[config.mk]
export PLATFORM = sky130hd
export DESIGN_NAME = dbus_uart_bridge
export DESIGN_NICKNAME = d
export VERILOG_FILES = /design/src/rtl/dbus_pkg.sv /design/src/rtl/byte_fifo.sv /design/src/rtl/dbus_uart_bridge.sv
export SDC_FILE = /design/constraint.sdc
export NUM_CORES = 1
export LEC_CHECK = 0
export ABC_AREA = 1
export BUFFER_PORTS_ARGS = -buffer_cell sky130_fd_sc_hd__clkbuf_2
export CORE_MARGIN = 2
export CORE_UTILIZATION = 65
export CTS_CLUSTER_DIAMETER = 120
export DETAILED_ROUTE_END_ITERATION = 8
export PLACE_DENSITY_LB_ADDON = 0.3
export SLEW_MARGIN = 5
export SYNTH_ARGS = -nofsm -noshare
export SYNTH_HDL_FRONTEND = slang
export SYNTH_SLANG_ARGS = --single-unit
[constraint.sdc]
create_clock -name i_clock -period 3.65 [get_ports i_clock]
set_input_delay 0 -clock i_clock [delete_from_list [all_inputs] [get_ports i_clock]]
set_output_delay 0 -clock i_clock [all_outputs]
set_load 0.02 [all_outputs]
[src/rtl/dbus_pkg.sv]
// dbus_pkg: shared constants and state encodings for the dbus/UART bridge.
//   c_BYTEW         - width of every byte lane in the bridge
//   c_DEFAULT_DEPTH - default entries per byte FIFO
//   tx_state_t      - TX FIFO -> dbus issue FSM
//   rx_state_t      - dbus receive -> RX FIFO FSM
//   utx_state_t     - RX FIFO -> UART transmitter FSM
//   dbg_state_t     - all three FSM states packed for observation
package dbus_pkg;

  localparam int c_BYTEW         = 8;
  localparam int c_DEFAULT_DEPTH = 16;

  typedef enum logic [1:0] {
    TX_IDLE    = 2'd0,
    TX_OFFER   = 2'd1,
    TX_SENDING = 2'd2
  } tx_state_t;

  typedef enum logic {
    RX_IDLE  = 1'b0,
    RX_DRAIN = 1'b1
  } rx_state_t;

  typedef enum logic [1:0] {
    UTX_IDLE      = 2'd0,
    UTX_WAIT_BUSY = 2'd1,
    UTX_WAIT_DONE = 2'd2
  } utx_state_t;

  // Idle encodings are all zero, so a reset bridge reads 0 here.
  typedef struct packed {
    tx_state_t  tx;
    rx_state_t  rx;
    utx_state_t utx;
  } dbg_state_t;

endpackage

[src/rtl/byte_fifo.sv]
// byte_fifo: synchronous byte FIFO, first-word-fall-through head.
//   i_clock  - clock, posedge
//   i_reset  - asynchronous active-high reset (pointers and count cleared)
//   i_push   - write i_data this cycle (dropped if full and not popping)
//   i_pop    - remove head this cycle (ignored if empty)
//   i_data   - byte to write
//   o_data   - current head byte (valid while o_empty = 0)
//   o_full   - count == c_DEPTH
//   o_empty  - count == 0
//   o_count  - occupancy, updates the cycle after a push/pop
module byte_fifo
  import dbus_pkg::*;
#(
  parameter  int c_DEPTH = c_DEFAULT_DEPTH,
  localparam int c_AW    = $clog2(c_DEPTH)
) (
  input  logic               i_clock,
  input  logic               i_reset,
  input  logic               i_push,
  input  logic               i_pop,
  input  logic [c_BYTEW-1:0] i_data,
  output logic [c_BYTEW-1:0] o_data,
  output logic               o_full,
  output logic               o_empty,
  output logic [c_AW:0]      o_count
);

  localparam logic [c_AW:0] c_FULLCOUNT = (c_AW + 1)'(c_DEPTH);

  logic [c_BYTEW-1:0] mem [c_DEPTH];
  logic [c_AW-1:0]    wr_ptr;
  logic [c_AW-1:0]    rd_ptr;
  logic [c_AW:0]      count;
  logic               do_push;
  logic               do_pop;

  assign o_full  = (count == c_FULLCOUNT);
  assign o_empty = (count == '0);
  assign o_count = count;
  assign o_data  = mem[rd_ptr];

  // A pop only happens with data present; a push into a full FIFO only
  // succeeds when the same cycle frees a slot.
  assign do_pop  = i_pop && !o_empty;
  assign do_push = i_push && (!o_full || do_pop);

  always_ff @(posedge i_clock) begin
    if (do_push) begin
      mem[wr_ptr] <= i_data;
    end
  end

  // Depth is a power of two, so pointers wrap by natural overflow.
  always_ff @(posedge i_clock or posedge i_reset) begin
    if (i_reset) begin
      wr_ptr <= '0;
      rd_ptr <= '0;
      count  <= '0;
    end else begin
      if (do_push) wr_ptr <= wr_ptr + 1'b1;
      if (do_pop)  rd_ptr <= rd_ptr + 1'b1;
      case ({do_push, do_pop})
        2'b10:   count <= count + 1'b1;
        2'b01:   count <= count - 1'b1;
        default: count <= count;
      endcase
    end
  end

endmodule

[src/rtl/dbus_uart_bridge.sv]
// dbus_uart_bridge: byte buffering between a UART byte interface and the
// dbus link engine.
//   UART side : i_uart_rx_data/i_uart_rx_valid (bytes in),
//               o_uart_tx_data/o_uart_tx_start/i_uart_tx_busy (bytes out)
//   dbus side : o_dbus_data/o_dbus_enable with i_dbus_busy,
//               i_dbus_receiving, i_dbus_reset (issue path);
//               i_dbus_avail/i_dbus_data/o_dbus_read (receive path)
//   status    : o_tx_count, o_rx_count, sticky o_tx_overflow, o_tx_lost,
//               o_rx_overflow (always 0), cleared by i_clear_flags
//   debug     : o_dbg_state, registered FSM states
//
// Handshakes:
//   dbus issue  - o_dbus_enable is held with stable o_dbus_data until the
//                 engine shows busy=1 with receiving=0 and reset=0; that
//                 cycle is the transfer, enable drops on the next edge.
//   dbus read   - while i_dbus_avail=1 and there is RX FIFO room the byte
//                 is taken and o_dbus_read pulses once; no further read is
//                 issued until avail has gone low.
//   UART TX     - o_uart_tx_start pulses one cycle with o_uart_tx_data
//                 stable; the next byte waits for busy to rise and fall.
//   UART RX     - every i_uart_rx_valid strobe is a byte; no backpressure.
module dbus_uart_bridge
  import dbus_pkg::*;
#(
  parameter int c_FIFODEPTH = c_DEFAULT_DEPTH,
  parameter int c_ADDRSIZE  = $clog2(c_FIFODEPTH)
) (
  input  logic               i_clock,
  input  logic               i_reset,
  input  logic [c_BYTEW-1:0] i_uart_rx_data,
  input  logic               i_uart_rx_valid,
  output logic [c_BYTEW-1:0] o_uart_tx_data,
  output logic               o_uart_tx_start,
  input  logic               i_uart_tx_busy,
  output logic [c_BYTEW-1:0] o_dbus_data,
  output logic               o_dbus_enable,
  input  logic               i_dbus_busy,
  input  logic               i_dbus_receiving,
  input  logic               i_dbus_reset,
  input  logic               i_dbus_avail,
  input  logic [c_BYTEW-1:0] i_dbus_data,
  output logic               o_dbus_read,
  input  logic               i_clear_flags,
  output logic [c_ADDRSIZE:0] o_tx_count,
  output logic [c_ADDRSIZE:0] o_rx_count,
  output logic               o_tx_overflow,
  output logic               o_rx_overflow,
  output logic               o_tx_lost,
  output dbg_state_t         o_dbg_state
);

  // ---------------------------------------------------------------- FIFOs
  logic               tx_push, tx_pop, tx_full, tx_empty;
  logic               rx_push, rx_pop, rx_full, rx_empty;
  logic [c_BYTEW-1:0] tx_head, rx_head;

  assign tx_push = i_uart_rx_valid;

  byte_fifo #(.c_DEPTH(c_FIFODEPTH)) u_tx_fifo (
    .i_clock (i_clock),
    .i_reset (i_reset),
    .i_push  (tx_push),
    .i_pop   (tx_pop),
    .i_data  (i_uart_rx_data),
    .o_data  (tx_head),
    .o_full  (tx_full),
    .o_empty (tx_empty),
    .o_count (o_tx_count)
  );

  byte_fifo #(.c_DEPTH(c_FIFODEPTH)) u_rx_fifo (
    .i_clock (i_clock),
    .i_reset (i_reset),
    .i_push  (rx_push),
    .i_pop   (rx_pop),
    .i_data  (i_dbus_data),
    .o_data  (rx_head),
    .o_full  (rx_full),
    .o_empty (rx_empty),
    .o_count (o_rx_count)
  );

  // ------------------------------------------------------- TX issue FSM
  tx_state_t          tx_state_q, tx_state_d;
  logic [c_BYTEW-1:0] dbus_data_q, dbus_data_d;
  logic               dbus_enable_q, dbus_enable_d;
  logic               tx_lost_set;

  always_ff @(posedge i_clock or posedge i_reset) begin
    if (i_reset) begin
      tx_state_q    <= TX_IDLE;
      dbus_data_q   <= '0;
      dbus_enable_q <= 1'b0;
    end else begin
      tx_state_q    <= tx_state_d;
      dbus_data_q   <= dbus_data_d;
      dbus_enable_q <= dbus_enable_d;
    end
  end

  always_comb begin
    tx_state_d    = tx_state_q;
    dbus_data_d   = dbus_data_q;
    dbus_enable_d = dbus_enable_q;
    tx_pop        = 1'b0;
    tx_lost_set   = 1'b0;
    case (tx_state_q)
      TX_IDLE: begin
        if (!tx_empty && !i_dbus_reset) begin
          dbus_data_d   = tx_head;
          dbus_enable_d = 1'b1;
          tx_state_d    = TX_OFFER;
        end
      end
      TX_OFFER: begin
        // Busy caused by an incoming frame is not an accept; the engine
        // comes back for the offered byte once its receive completes.
        if (i_dbus_busy && !i_dbus_receiving && !i_dbus_reset) begin
          dbus_enable_d = 1'b0;
          tx_pop        = 1'b1;
          tx_state_d    = TX_SENDING;
        end
      end
      TX_SENDING: begin
        // A link reset here kills the byte already handed over; it is
        // reported, not retried.
        if (i_dbus_reset) begin
          tx_lost_set = 1'b1;
        end
        if (!i_dbus_busy) begin
          tx_state_d = TX_IDLE;
        end
      end
      default: begin
        dbus_enable_d = 1'b0;
        tx_state_d    = TX_IDLE;
      end
    endcase
  end

  // ------------------------------------------------------ dbus read FSM
  rx_state_t rx_state_q, rx_state_d;
  logic      dbus_read_q, dbus_read_d;

  always_ff @(posedge i_clock or posedge i_reset) begin
    if (i_reset) begin
      rx_state_q  <= RX_IDLE;
      dbus_read_q <= 1'b0;
    end else begin
      rx_state_q  <= rx_state_d;
      dbus_read_q <= dbus_read_d;
    end
  end

  always_comb begin
    rx_state_d  = rx_state_q;
    dbus_read_d = 1'b0;
    rx_push     = 1'b0;
    case (rx_state_q)
      RX_IDLE: begin
        // No room means no read: avail stays up and the engine stops
        // accepting frames, which is the receive-side backpressure.
        if (i_dbus_avail && !rx_full) begin
          rx_push     = 1'b1;
          dbus_read_d = 1'b1;
          rx_state_d  = RX_DRAIN;
        end
      end
      RX_DRAIN: begin
        // avail lingers for the engine's read latency; waiting for it to
        // fall keeps the same byte from being pushed twice.
        if (!i_dbus_avail) begin
          rx_state_d = RX_IDLE;
        end
      end
      default: rx_state_d = RX_IDLE;
    endcase
  end

  // ------------------------------------------------------ UART TX FSM
  utx_state_t         utx_state_q, utx_state_d;
  logic [c_BYTEW-1:0] uart_data_q, uart_data_d;
  logic               uart_start_q, uart_start_d;

  always_ff @(posedge i_clock or posedge i_reset) begin
    if (i_reset) begin
      utx_state_q  <= UTX_IDLE;
      uart_data_q  <= '0;
      uart_start_q <= 1'b0;
    end else begin
      utx_state_q  <= utx_state_d;
      uart_data_q  <= uart_data_d;
      uart_start_q <= uart_start_d;
    end
  end

  always_comb begin
    utx_state_d  = utx_state_q;
    uart_data_d  = uart_data_q;
    uart_start_d = 1'b0;
    rx_pop       = 1'b0;
    case (utx_state_q)
      UTX_IDLE: begin
        if (!rx_empty && !i_uart_tx_busy) begin
          uart_data_d  = rx_head;
          uart_start_d = 1'b1;
          rx_pop       = 1'b1;
          utx_state_d  = UTX_WAIT_BUSY;
        end
      end
      // busy only rises the cycle after start, so wait for the rise
      // before looking for the fall.
      UTX_WAIT_BUSY: if (i_uart_tx_busy)  utx_state_d = UTX_WAIT_DONE;
      UTX_WAIT_DONE: if (!i_uart_tx_busy) utx_state_d = UTX_IDLE;
      default:       utx_state_d = UTX_IDLE;
    endcase
  end

  // ------------------------------------------------------- sticky flags
  logic tx_overflow_q, tx_lost_q;
  logic tx_ovf_set;

  assign tx_ovf_set = i_uart_rx_valid && tx_full && !tx_pop;

  // Set takes priority so an event in the clearing cycle is not lost.
  always_ff @(posedge i_clock or posedge i_reset) begin
    if (i_reset) begin
      tx_overflow_q <= 1'b0;
      tx_lost_q     <= 1'b0;
    end else begin
      if (tx_ovf_set)         tx_overflow_q <= 1'b1;
      else if (i_clear_flags) tx_overflow_q <= 1'b0;
      if (tx_lost_set)        tx_lost_q     <= 1'b1;
      else if (i_clear_flags) tx_lost_q     <= 1'b0;
    end
  end

  // ------------------------------------------------------------ outputs
  assign o_dbus_data     = dbus_data_q;
  assign o_dbus_enable   = dbus_enable_q;
  assign o_dbus_read     = dbus_read_q;
  assign o_uart_tx_data  = uart_data_q;
  assign o_uart_tx_start = uart_start_q;
  assign o_tx_overflow   = tx_overflow_q;
  assign o_tx_lost       = tx_lost_q;
  assign o_rx_overflow   = 1'b0;

  always_comb begin
    o_dbg_state     = '0;
    o_dbg_state.tx  = tx_state_q;
    o_dbg_state.rx  = rx_state_q;
    o_dbg_state.utx = utx_state_q;
  end

endmodule

# --- Word-level counts from Yosys, hierarchy flattened ---
# Memories as Yosys holds them, arrays and structs flattened. A register that Yosys moved wholly into a read port is not among the register bits.
# Index checks and enable logic that the tools add are counted.
word_totals:
  rom_bits: 0
  word_cells: 106
  ff_bits: 36
  out_inout_bits: 37
  latch_bits: 0
  mem_count: 2
  ramBits: 256
op_classes:
  shift: 0
  order_cmp: 0
  reduce_logical: 34
  n_div: 0
  add_sub_neg: 8
  n_bitwise: 2
  n_mux: 30
  n_eq_ne: 16
  n_mul: 0
mem_list:
  columns: ["name", "words", "width", "read_ports", "rd_clocked_by_memory_dff", "write_ports", "line", "rtl"]
  rows:
  - ["u_rx_fifo.mem", 16, 8, 1, 1, 1, "byte_fifo.sv:30", "logic [c_BYTEW-1:0] mem [c_DEPTH];"]
  - ["u_tx_fifo.mem", 16, 8, 1, 1, 1, "byte_fifo.sv:30", null]
ops:
  columns: ["operator", "n"]
  rows:
  - ["$pmux W5 S2", 2]
  - ["$mux W1", 18]
  - ["$add A4 B1 Y4 const B", 4]
  - ["$mux W2", 6]
  - ["$ne A2 B2 Y1 const B", 6]
  - ["$pmux W2 S3", 2]
  - ["$logic_and A1 B1 Y1", 11]
  - ["$add A5 B1 Y5 const B", 2]
  - ["$eq A5 B5 Y1 const B", 2]
  - ["$logic_not A5 Y1", 2]
  - ["$sub A5 B1 Y5 const B", 2]
  - ["$reduce_and A3 Y1", 3]
  - ["$eq A2 B1 Y1 const B", 4]
  - ["$eq A2 B2 Y1 const B", 4]
  - ["$logic_not A1 Y1", 8]
  - ["$reduce_bool A2 Y1", 4]
  - ["$logic_not A2 Y1", 2]
  - ["$reduce_and A2 Y1", 2]
  - ["$pmux W1 S3", 1]
  - ["$logic_or A1 B1 Y1", 2]
  - ["$not A1 Y1", 2]
  - ["$pmux W1 S2", 1]

# --- Depth between registers and ports, before layout ---
# Gate-level depths: netlist (run 1).
depth:
  depth_word: 10
  mapped_depth: 17

# --- Modules after synthesis ---
# Synthesis (run 1) repeated with hierarchy kept, for this count alone.
unflattened:
  hier_cells: 1076
  area_unflattened_um2: 12923.6
modules_own_cells:
  columns: ["module", "seq_area_each_um2", "cells_each", "n_inst", "area_each_um2"]
  rows:
  - ["byte_fifo (u_tx_fifo)", 4169.0, 482, 1, 5944.5]
  - ["byte_fifo (u_rx_fifo)", 4169.0, 479, 1, 5926.9]
  - ["dbus_uart_bridge", 650.6, 115, 1, 1052.3]

# --- Worst setup path before layout (run 1) ---
# Ideal clock, no wire load.
synth_path:
  path_kind: "flip-flop to flip-flop"
  start: "reg u_rx_fifo.count[0] (netlist: u_rx_fifo.o_count[0])"
  end: "reg u_rx_fifo.count[4] (netlist: u_rx_fifo.o_count[4])"
  slack_ns: 1.160
  path_stages_with_launch: 14
  arrival_time_ns: 2.368
  path_buffers: 1
  path_cell_list: "dfrtp_1 > nor4_2 > nand2_1 > nand2_2 > inv_2 > buf_6 > ha_1 > fa_1 > nand3_1 > nand2_1 > a21oi_1 > o21ai_0 > nand2_1 > nand2_1"
synth_between:
  elab_chain_cells: 10
  elab_cells_between_ends: 19
  cone_classes: "add/sub: 2; eq/ne: 3; mux: 5; reduce/logical: 9"
synth_lines:
  columns: ["item", "line", "rtl"]
  rows:
  - ["start: declaration", "byte_fifo.sv:33", "logic [c_AW:0] count;"]
  - ["start signal: assignment", "byte_fifo.sv:63", "2'b10: count <= count + 1'b1;"]
  - ["start signal: assignment", "byte_fifo.sv:64", "2'b01: count <= count - 1'b1;"]
  - ["start signal: assignment", "byte_fifo.sv:65", "default: count <= count;"]
  - ["$logic_not A5 Y1 *", "byte_fifo.sv:38", "assign o_empty = (count == '0);"]
  - ["$logic_not A1 Y1 *", "byte_fifo.sv:44, dbus_uart_bridge.sv:204", null]
  - ["$logic_and A1 B1 Y1", "dbus_uart_bridge.sv:204", "if (!rx_empty && !i_uart_tx_busy) begin"]
  - ["$mux W1", "dbus_uart_bridge.sv:204", null]
  - ["$mux W1", "dbus_uart_bridge.sv:202", "case (utx_state_q)"]
  - ["$logic_and A1 B1 Y1 *", "byte_fifo.sv:44", "assign do_pop = i_pop && !o_empty;"]
  - ["named net u_rx_fifo.do_pop", "byte_fifo.sv:35", "logic do_pop;"]
  - ["$logic_or A1 B1 Y1", "byte_fifo.sv:45", "assign do_push = i_push && (!o_full || do_pop);"]
  - ["$logic_and A1 B1 Y1", "byte_fifo.sv:45", null]
  - ["$eq A2 B1 Y1 / $eq A2 B2 Y1 (equally long branches)", "byte_fifo.sv:62", "case ({do_push, do_pop})"]
  - ["$pmux W5 S2 / $reduce_bool A2 Y1 (equally long branches)", null, null]
# The timed path passes the listed nets; every way through them passes the cells marked *.
# A chain may end at the register's enable or synchronous reset.

# --- Worst setup path after layout (run 1) ---
layout_path:
  start: "reg u_rx_fifo.count[0] (netlist: u_rx_fifo.o_count[0])"
  end: "reg u_rx_fifo.count[4] (netlist: u_rx_fifo.o_count[4])"
layout_between:
  elab_chain_cells: 10
  elab_cells_between_ends: 19
  cone_classes: "add/sub: 2; eq/ne: 3; mux: 5; reduce/logical: 9"
layout_lines:
  columns: ["item", "line"]
  rows:
  - ["$logic_not A5 Y1", "byte_fifo.sv:38"]
  - ["$logic_not A1 Y1", "byte_fifo.sv:44, dbus_uart_bridge.sv:204"]
  - ["$logic_and A1 B1 Y1", "dbus_uart_bridge.sv:204"]
  - ["$mux W1", "dbus_uart_bridge.sv:204"]
  - ["$mux W1", "dbus_uart_bridge.sv:202"]
  - ["$logic_and A1 B1 Y1", "byte_fifo.sv:44"]
  - ["$logic_or A1 B1 Y1", "byte_fifo.sv:45"]
  - ["$logic_and A1 B1 Y1", "byte_fifo.sv:45"]
  - ["$eq A2 B1 Y1 / $eq A2 B2 Y1 (equally long branches)", "byte_fifo.sv:62"]
  - ["$pmux W5 S2 / $reduce_bool A2 Y1 (equally long branches)", null]
# Several ways; a longest one is shown, not always the timed one.

==> results of run 1 <==
## through the flow
| step | cell area, um2 | std cells |
|---|---|---|
| 2_1_floorplan | 13810 | 1393 |
| 3_3_place_gp | 14250 | 1687 |
| 3_5_place_dp | 14250 | 1687 |
| 4_1_cts | 15420 | 1766 |
| 5_1_grt | 15420 | 1766 |
| 6_report | 15420 | 1766 |
## metal layers
layer  vias to the layer above  routed length, um  global-route usage [%]
met1                      4550              12800                   41.83
met3                        76               3107                   5.274
li1                       4602                  -                       -
met2                       510              14280                   43.85
met5                         -                  0                       0
met4                         0                810                   8.491
## synthesized netlist by cell type, drive strengths merged (2+ instances only)
cell type,n
a21oi,7
buf,55
clkbuf,6
clkinv,2
dfrtp,52
edfxtp,256
fa,2
ha,18
inv,237
nand2,468
nand3,207
nand4,5
nor2,27
nor3,19
o21ai,11
xnor2,5
xor2,9
## report_power, final
part	internal, mW	total (mW)	switching [mW]	leakage, nW
logic	1.17	3.97	2.81	3.57
clock network	1.69	2.91	1.22	0.450
registers	4.26	4.56	0.294	2.96
## worst paths after layout
kind	end	slack (ns)
min in group asynchronous	u_rx_fifo.wr_ptr[0]	0.10
max	u_rx_fifo.o_count[4]	0.77
max reg2reg	u_rx_fifo.o_count[4]	0.77
max in group asynchronous	u_rx_fifo.rd_ptr[0]	2.73
min	u_tx_fifo.mem[8][1]	0.04
min reg2reg	o_dbus_data[3]	0.49
## state kept, by name, indices dropped and copies added, names as in the netlist
| name | count |
|---|---|
| o_dbus_data | 8 |
| o_dbus_enable | 1 |
| o_dbus_read | 1 |
| o_tx_lost | 1 |
| o_tx_overflow | 1 |
| o_uart_tx_data | 8 |
| o_uart_tx_start | 1 |
| rx_state_q | 1 |
| tx_state_q | 2 |
| u_rx_fifo.mem | 128 |
| u_rx_fifo.o_count | 5 |
| u_rx_fifo.rd_ptr | 4 |
| u_rx_fifo.wr_ptr | 4 |
| u_tx_fifo.mem | 128 |
| u_tx_fifo.o_count | 5 |
| u_tx_fifo.rd_ptr | 4 |
| u_tx_fifo.wr_ptr | 4 |
| utx_state_q | 2 |
## cell families (layout without fill, tap and decap cells)
group / after synthesis / count (layout) / synth area share [%]
other: 1 / 1 / 0.02715
flip-flops: 308 / 308 / 65.08
XOR/XNOR: 14 / 14 / 0.8878
AO/OA/AOI/OAI: 22 / 22 / 0.8516
AND/OR/NAND/NOR: 728 / 728 / 22.14
buffers and inverters: 300 / 398 / 9.095
adder cells (fa/ha/maj): 20 / 20 / 1.921
## timing repair
action,in CTS,in global routing
hold buffers,25,0
buffers inserted,0,0
endpoints found under the hold margin,288,0
## layout make-up
| cell class | instances | area, um2 |
|---|---|---|
| Fill cell | 1424 | 5534 |
| Sequential cell | 308 | 8991 |
| Timing Repair Buffer | 105 | 700.7 |
| Inverter | 239 | 897.1 |
| Clock buffer | 45 | 825.8 |
| Multi-Input combinational cell | 785 | 3567 |
| Tap cell | 275 | 344.1 |
| Clock inverter | 9 | 95.09 |
## worst reg2reg max path, cell delays in order (launching register included)
cell,delay [ns]
dfrtp_1,0.46
nor4_2,0.35
nand2_1,0.13
nand2_2,0.28
inv_2,0.19
ha_1,0.34
fa_1,0.45
nand3_1,0.09
nand2_1,0.09
a21oi_1,0.18
o21ai_0,0.11
nand2_1,0.07
nand2_1,0.04
==> impl_metrics.csv, run 1 <==
group,metric,value,unit
status,status,"finished clean",
finish,final_nets,1513,
pwr,leakage,6.974,nW
synth,synth_top_area_share,55.66,%
sta,worst_pin_slew,1.184,ns
floorplanning,rows,53,
finish,drive_above_1_share,8.920,%
synth,ys.flop_type,"edfxtp_1",
clock_network,cts_tree,"yes",
critical_path,worstPathArrival,3.31,ns
sta,layout_min_cycle_time,2.882,ns
sta,max_slew_margin,21.01,%
global_route,grt_max_degree,68,
critical_path,max_stage_delay,0.46,ns
clock_network,clockBufferDepth,3,
floorplanning,die_h,149.8,um
hold_path,min-delay-start,"i_uart_rx_data[1]",
drt,wl_per_cell,17.55,um
sta,timing.hold.ws,0.04400,ns
synth,ys_seq_area_share,65.08,%
finish,insertedDiodeCount,0,
synth,yosysWarningCount,0,
floorplanning,pin_count,62,
critical_path,critPathLaunch,"u_rx_fifo.o_count[0]",
pwr,ir_drop,0.0005322,V
finish,area_growth,11.65,%
finish,utilization,73.59,%
global_route,overflow,0,
global_route,grt_first_pass_wirelength,48600,um
critical_path,regToRegStartpoint,"u_rx_fifo.o_count[0]",
critical_path,crit_fanout,15,
drt,drcViolationCount,0,
placement,hpwl,19340,um
pwr,p_per_area,741.9,nW/um2
sta,slew_viol_final,0,
floorplanning,core_area,20960,um2
critical_path,cp_num_cells,12,
drt,via_per_inst,5.514,
global_route,grt_pass1_vias,9165,
finish,final_common_cell,"nand2_1",
clock_network,cts_inserted_buffers,29,
synth,syn_area,13810,um2
sta,finalSetupTns,0,ns
synth,synth_top_cell_by_area,"edfxtp_1",
sta,period_share,78.95,%
critical_path,crit_top_cell,"nand2_1",
clock_network,clkSinkCount,308,
critical_path,worst-path-buf-inv,1,
critical_path,critPathSlowestCell,"dfrtp_1",
placement,portBuffers,60,
drt,drt_iter0_markers,1255,
drt,ant_nets,0,
critical_path,path_cells,"nor4_2 -> nand2_1 -> nand2_2 -> inv_2 -> ha_1 -> fa_1 -> nand3_1 -> nand2_1 -> a21oi_1 -> o21ai_0 -> nand2_1 -> nand2_1",
job,drv_cap,0,
critical_path,end_kind,"register",
clock_network,clk_pin_slew,0.06,ns
drt,firstDrtPassIters,6,
placement,pre_cts_ws,0.7987,ns
floorplanning,start_util,65.91,%
sta,fin_skew,0.01283,ns
clock_network,ctsResizeCount,0,
synth,ys_async_sr_fraction,16.88,%
sta,setup_viol,0,
drt,vias,9738,
floorplanning,die-area,22430,um2
synth,syn_avg_cell_area,9.915,um2
synth,yosys_register_bits,308,
sta,rsz0062_at_grt,"no",
finish,mostFrequentLayoutCells,"nand2_1 (465), edfxtp_1 (256), inv_1 (231)",
pwr,power.total,11.44,mW
critical_path,worst-setup-path-type,"reg2reg",
placement,routabilityCongestion,0.9041,
synth,synth_edf_count,256,
sta,max_freq,347.0,MHz
critical_path,rr_worst_depth,12,
sta,hold_viol_final,0,
global_route,grt_use_total,28.38,%
synth,synthTopCellsByArea,"edfxtp_1 (56%), nand2_1 (13%), dfrtp_1 (9.4%), nand3_1 (7.5%), inv_1 (6.3%)",
hold_path,hold_path_depth,1,
clock_network,clock_latency,0.55,ns
sta,timing.final.ws_setup,0.7685,ns
critical_path,path_delay_family,"simple AND/OR/NAND/NOR gates",
floorplanning,die_width,149.8,um
hold_path,worstHoldPathType,"in2reg",
global_route,antenna_found_initial,0,
critical_path,crit_path_start_kind,"register",
synth,syn-instance-count,1393,
synth,syn-num-nets,1438,
clock_network,htree_levels,1,
clock_network,root_buffer,"clkbuf_16",
synth,synth_cell_types,31,
drt,drt_wl_total,30990,um
critical_path,critPathRequiredTime,4.08,ns
Power figures use the tool's default switching activity.
==> run 2, diff against run 1 <==
CORE_UTILIZATION = 62   (was 65)
clock period = 2.85 ns   (was 3.65 ns; I/O delays follow)
==> run 2 against run 1 <==
- largest cell class unchanged
- non-clock buffer count rose by 13
- critical path depth rose by 6
- setup slack got worse by 0.56 ns
- die area rose by 4.7%
- critical path type is now in2reg
- final cell count rose by 1.1%
- global-route usage fell by 1.7 points
==> impl_metrics.csv, run 2 (same netlist as run 1, synthesis figures left out) <==
group,metric,value,unit
job,drv_cap,0,
critical_path,worst-setup-path-type,"in2reg",
status,status,"finished clean",
drt,drt_wl_total,31340,um
placement,routabilityCongestion,0.9212,
global_route,antenna_found_initial,0,
sta,fin_skew,0.02281,ns
placement,hpwl,19480,um
clock_network,cts_tree,"yes",
pwr,power.total,14.69,mW
critical_path,rrSetupSlack,0.27,ns
floorplanning,die-area,23490,um2
finish,insertedDiodeCount,0,
finish,area_growth,12.62,%
pwr,p_per_area,944.3,nW/um2
finish,mostFrequentLayoutCells,"nand2_1 (465), edfxtp_1 (256), inv_1 (231)",
finish,reg_top3,"u_rx_fifo.mem: 128 flops, u_tx_fifo.mem: 128 flops",
critical_path,worstPathArrival,3.08,ns
critical_path,regToRegStartpoint,"u_rx_fifo.o_count[0]",
critical_path,crit_fanout,5,
finish,final_nets,1527,
sta,layout_min_cycle_time,2.638,ns
drt,drcViolationCount,0,
floorplanning,start_util,63.29,%
pwr,ir_drop,0.0006433,V
floorplanning,core_area,21820,um2
drt,wl_per_cell,17.55,um
sta,rsz0062_at_grt,"no",
critical_path,rr_worst_depth,12,
global_route,grt_max_degree,68,
global_route,grt_use_total,26.70,%
global_route,grt_first_pass_wirelength,49270,um
pwr,leakage,7.050,nW
critical_path,crit_path_start_kind,"input pin",
sta,max_freq,379.1,MHz
clock_network,htree_levels,1,
clock_network,cts_inserted_buffers,30,
drt,vias,9692,
floorplanning,die_width,153.3,um
clock_network,root_buffer,"clkbuf_16",
finish,utilization,71.28,%
floorplanning,rows,54,
drt,via_per_inst,5.427,
finish,n_fill_cell,1489,
global_route,overflow,0,
clock_network,clk_pin_slew,0.06,ns
sta,slew_viol_final,0,
clock_network,clock_latency,0.54,ns
sta,period_share,92.55,%
sta,worst_pin_slew,1.119,ns
sta,finalSetupTns,0,ns
drt,ant_nets,0,
critical_path,timing.rr.end,"u_rx_fifo.o_count[4]",
floorplanning,pin_count,62,
clock_network,clockBufferDepth,3,
drt,firstDrtPassIters,6,
placement,portBuffers,60,
hold_path,worstHoldPathType,"in2async",
critical_path,end_kind,"register",
sta,hold_viol_final,0,
sta,max_slew_margin,25.30,%
finish,final_common_cell,"nand2_1",
sta,setup_viol,0,
clock_network,postCtsSetupRepairBufs,0,
finish,drive_above_1_share,9.827,%
global_route,grt_pass1_vias,9403,
floorplanning,die_h,153.3,um
drt,drt_iter0_markers,946,
critical_path,critPathRequiredTime,3.29,ns
clock_network,clkSinkCount,308,
-- run 2: power breakdown --
| group | internal [mW] | switching, mW | total (mW) |
|---|---|---|---|
| registers | 5.45 | 0.372 | 5.83 |
| logic | 1.57 | 3.57 | 5.14 |
| clock network | 2.14 | 1.58 | 3.72 |
-- run 2: worst max-delay path by stage --
stage                                      end  slack [ns]                  from  cells after the start
final                     u_tx_fifo.o_count[4]        0.21          i_dbus_reset                     18
after global routing      u_tx_fifo.o_count[4]        0.02          i_dbus_reset                     18
after CTS                 u_tx_fifo.o_count[4]        0.21          i_dbus_reset                     18
after detailed placement  u_rx_fifo.o_count[4]        0.29  u_rx_fifo.o_count[0]                     12
after global placement    u_rx_fifo.o_count[4]        0.36  u_rx_fifo.o_count[0]                     12
after floorplan           u_rx_fifo.o_count[4]        0.36  u_rx_fifo.o_count[0]                     13
-- run 2: metrics by stage --
stage | instances | setup slack, ns | area [um2] | hold slack (ns)
floorplan | 1393 | 0.3604 | 13810 | 0.07341
global placement | 1705 | 0.3557 | 14380 | 0.03481
detailed placement | 1705 | 0.2864 | 14380 | 0.04467
CTS | 1785 | 0.2127 | 15540 | 0.005333
global route | 1786 | 0.02348 | 15550 | 0.02765
finish | 1786 | 0.2123 | 15550 | 0.01971
-- run 2: layer usage --
metal | global-route usage (%) | part of all wire (%) | vias to the layer above
met2 | 42.67 | 48 | 488
met1 | 37.84 | 40 | 4501
met3 | 5.189 | 9.9 | 70
li1 | - | - | 4633
met5 | 0 | 0 | -
met4 | 7.848 | 2.2 | 0
-- run 2: area by class of cell --
cell class	instances	area (um2)	area share [%]
clock buffers	48	859.6	5.526
clock inverters	8	63.81	0.4102
inverters	239	897.1	5.767
multi-input cells	785	3570	22.95
flip-flops and latches	308	8991	57.80
well taps	280	350.3	2.252
repair buffers	118	823.3	5.293
-- run 2: timing repair --
action / 4_1_cts / 5_1_grt
resized for setup: 0 / 1
hold buffers: 24 / 1
setup endpoints to repair: 0 / 1
hold endpoints to repair: 239 / 1
-- run 2: critical path, cell delays in order --
cell and delay, ns:
dlygate4sd3_1 0.53, clkbuf_2 0.11, inv_2 0.07, nand3b_1 0.08, dlygate4sd3_1 0.60, nor3_2 0.18
nand2_1 0.14, inv_1 0.14, ha_2 0.26, inv_1 0.07, fa_1 0.38, inv_1 0.07
nand2_1 0.07, nand2_1 0.07, a21oi_1 0.07, xor2_1 0.14, nand2_1 0.06, nand2_1 0.05
==> run 3, diff against run 2 <==
BUFFER_PORTS_ARGS = -buffer_cell sky130_fd_sc_hd__buf_2   (was -buffer_cell sky130_fd_sc_hd__clkbuf_2)
==> run 3 against run 2 <==
- flip-flop and latch count stayed put
- largest power group unchanged
- cell area is 0.66% higher
- clock power is 5% higher
==> impl_metrics.csv, run 3 (same netlist as run 1, synthesis figures left out) <==
group,metric,value,unit
finish,area_growth,13.36,%
hold_path,worstHoldPathType,"in2reg",
finish,fin_cells,1790,
drt,firstDrtPassIters,6,
sta,setup_viol,0,
critical_path,critPathRequiredTime,3.29,ns
global_route,met1_usage,38.96,%
finish,drive_above_1_share,10.26,%
floorplanning,rows,54,
critical_path,end_kind,"register",
sta,slew_viol_final,0,
global_route,antenna_found_initial,0,
global_route,grt_util_met3,4.820,%
drt,vias,9962,
finish,final_nets,1531,
global_route,overflow,0,
finish,mostFrequentLayoutCells,"nand2_1 (464), edfxtp_1 (256), inv_1 (230)",
drt,drt_wl_total,32320,um
sta,rsz0062_at_grt,"no",
floorplanning,die_h,153.3,um
sta,max_slew_margin,36.49,%
finish,multi_input_area,3582,um2
drt,ant_nets,0,
critical_path,max_stage_delay,0.45,ns
finish,regArea,8991,um2
floorplanning,core_area,21820,um2
placement,routabilityCongestion,0.9353,
clock_network,clkSinkCount,308,
placement,portBuffers,60,
critical_path,worst-path-buf-inv,1,
floorplanning,die_width,153.3,um
global_route,busiest_layer,"met2",
drt,drt_iter0_markers,1247,
finish,insertedDiodeCount,0,
global_route,grt_use_total,27.84,%
clock_network,clk_pin_slew,0.06,ns
clock_network,postCtsSetupRepairBufs,0,
floorplanning,start_util,63.29,%
critical_path,worstPathArrival,3.04,ns
global_route,grt_max_degree,67,
critical_path,crit_top_cell,"nand2_1",
sta,hold_viol_final,0,
finish,reg_top3,"u_rx_fifo.mem: 128 flops, u_tx_fifo.mem: 128 flops",
drt,wl_per_cell,18.05,um
global_route,grt_pass1_vias,9868,
sta,finalSetupTns,0,ns
drt,drcViolationCount,0,
job,drv_cap,0,
sta,worst_pin_slew,0.9513,ns
clock_network,cts_tree,"yes",
critical_path,critPathSlowestCell,"dfrtp_1",
critical_path,crit_fanout,12,
placement,dp_cells,1705,
sta,fin_skew,0.008854,ns
critical_path,path_cells,"nor4_2 -> nand2_1 -> nand2_2 -> inv_2 -> ha_1 -> fa_1 -> nand3_1 -> nand2_1 -> a21oi_1 -> o21ai_0 -> nand2_1 -> nand2_1",
finish,final_common_cell,"nand2_1",
clock_network,clock_latency,0.55,ns
critical_path,crit_path_start_kind,"register",
pwr,power.total,14.95,mW
global_route,use_met2,45.17,%
clock_network,htree_levels,1,
sta,period_share,91.32,%
critical_path,path_delay_family,"simple AND/OR/NAND/NOR gates",
clock_network,root_buffer,"clkbuf_16",
sta,max_freq,384.2,MHz
clock_network,cts_inserted_buffers,31,
status,status,"finished clean",
pwr,p_per_area,954.9,nW/um2
floorplanning,pin_count,62,
floorplanning,die-area,23490,um2
pwr,leakage,7.080,nW
finish,n_fill_cell,1495,
sta,layout_min_cycle_time,2.603,ns
global_route,grt_first_pass_wirelength,51130,um
drt,via_per_inst,5.565,
pwr,ir_drop,0.0007024,V
placement,hpwl,19640,um
clock_network,clockBufferDepth,3,
critical_path,worst-setup-path-type,"reg2reg",
run 3: changes by cell type in the layout (fill, tap and decap cells not counted), sizes merged:
cell         delta
clkinv         +11
clkinvlp        +4
clkbuf         -77
dlygate4sd3     +3
bufinv          +2
inv             +1
buf            +60
run 3: what timing repair did:
action | CTS | global route
resized for setup | 0 | 4
hold buffers | 28 | 0
hold endpoints to repair | 316 | 0
setup endpoints to repair | 0 | 1
run 3: power breakdown:
group	leakage (nW)	internal, mW	switching, mW
clock network	0.473	2.25	1.67
registers	2.96	5.45	0.410
logic	3.65	1.59	3.58
total	7.08	9.29	5.67
run 3: stage by stage:
| stage | hold WS [ns] | worst slack, ns | instance area [um2] | utilization (%) |
|---|---|---|---|---|
| 6_report | 0.2002 | 0.2473 | 15660 | 71.75 |
| 5_1_grt | 0.2078 | 0.03334 | 15660 | 71.75 |
| 4_1_cts | 0.1619 | 0.1499 | 15640 | 71.68 |
| 3_5_place_dp | 0.2011 | 0.2640 | 14380 | 65.89 |
| 3_3_place_gp | 0.1955 | 0.3579 | 14380 | 65.89 |
| 2_1_floorplan | 0.07341 | 0.3604 | 13810 | - |
run 3: path summary, 6_finish.rpt:
path	start	end	slack (ns)	cells past startpoint
max reg2reg	u_rx_fifo.o_count[0]	u_rx_fifo.o_count[4]	0.25	12
min reg2reg	o_uart_tx_data[1]	o_uart_tx_data[1]	0.48	2
max	u_rx_fifo.o_count[0]	u_rx_fifo.o_count[4]	0.25	12
min	i_uart_tx_busy	utx_state_q[0]	0.20	3
min in group asynchronous	i_reset	u_rx_fifo.o_count[4]	0.22	3
max in group asynchronous	i_reset	o_tx_lost	1.88	4
run 3: tightest hold or removal path: stages:
cell           delay (ns)
dlygate4sd3_1        0.53
buf_2                0.13
nor3_1               0.05
run 3: routing by layer:
layer / up-vias / part of all wire [%]
met4: 0 / 2.1
met5: - / 0
met2: 563 / 48
li1: 4652 / -
met1: 4684 / 39
met3: 63 / 11
run 3: area by class of cell:
cell class	count	share of cell area, %
sequential	308	57.42
multi-input combinational	785	22.88
inverter	239	5.730
timing repair buffer	121	5.450
clock buffer	31	4.954
tap	280	2.237
clock inverter	26	1.327
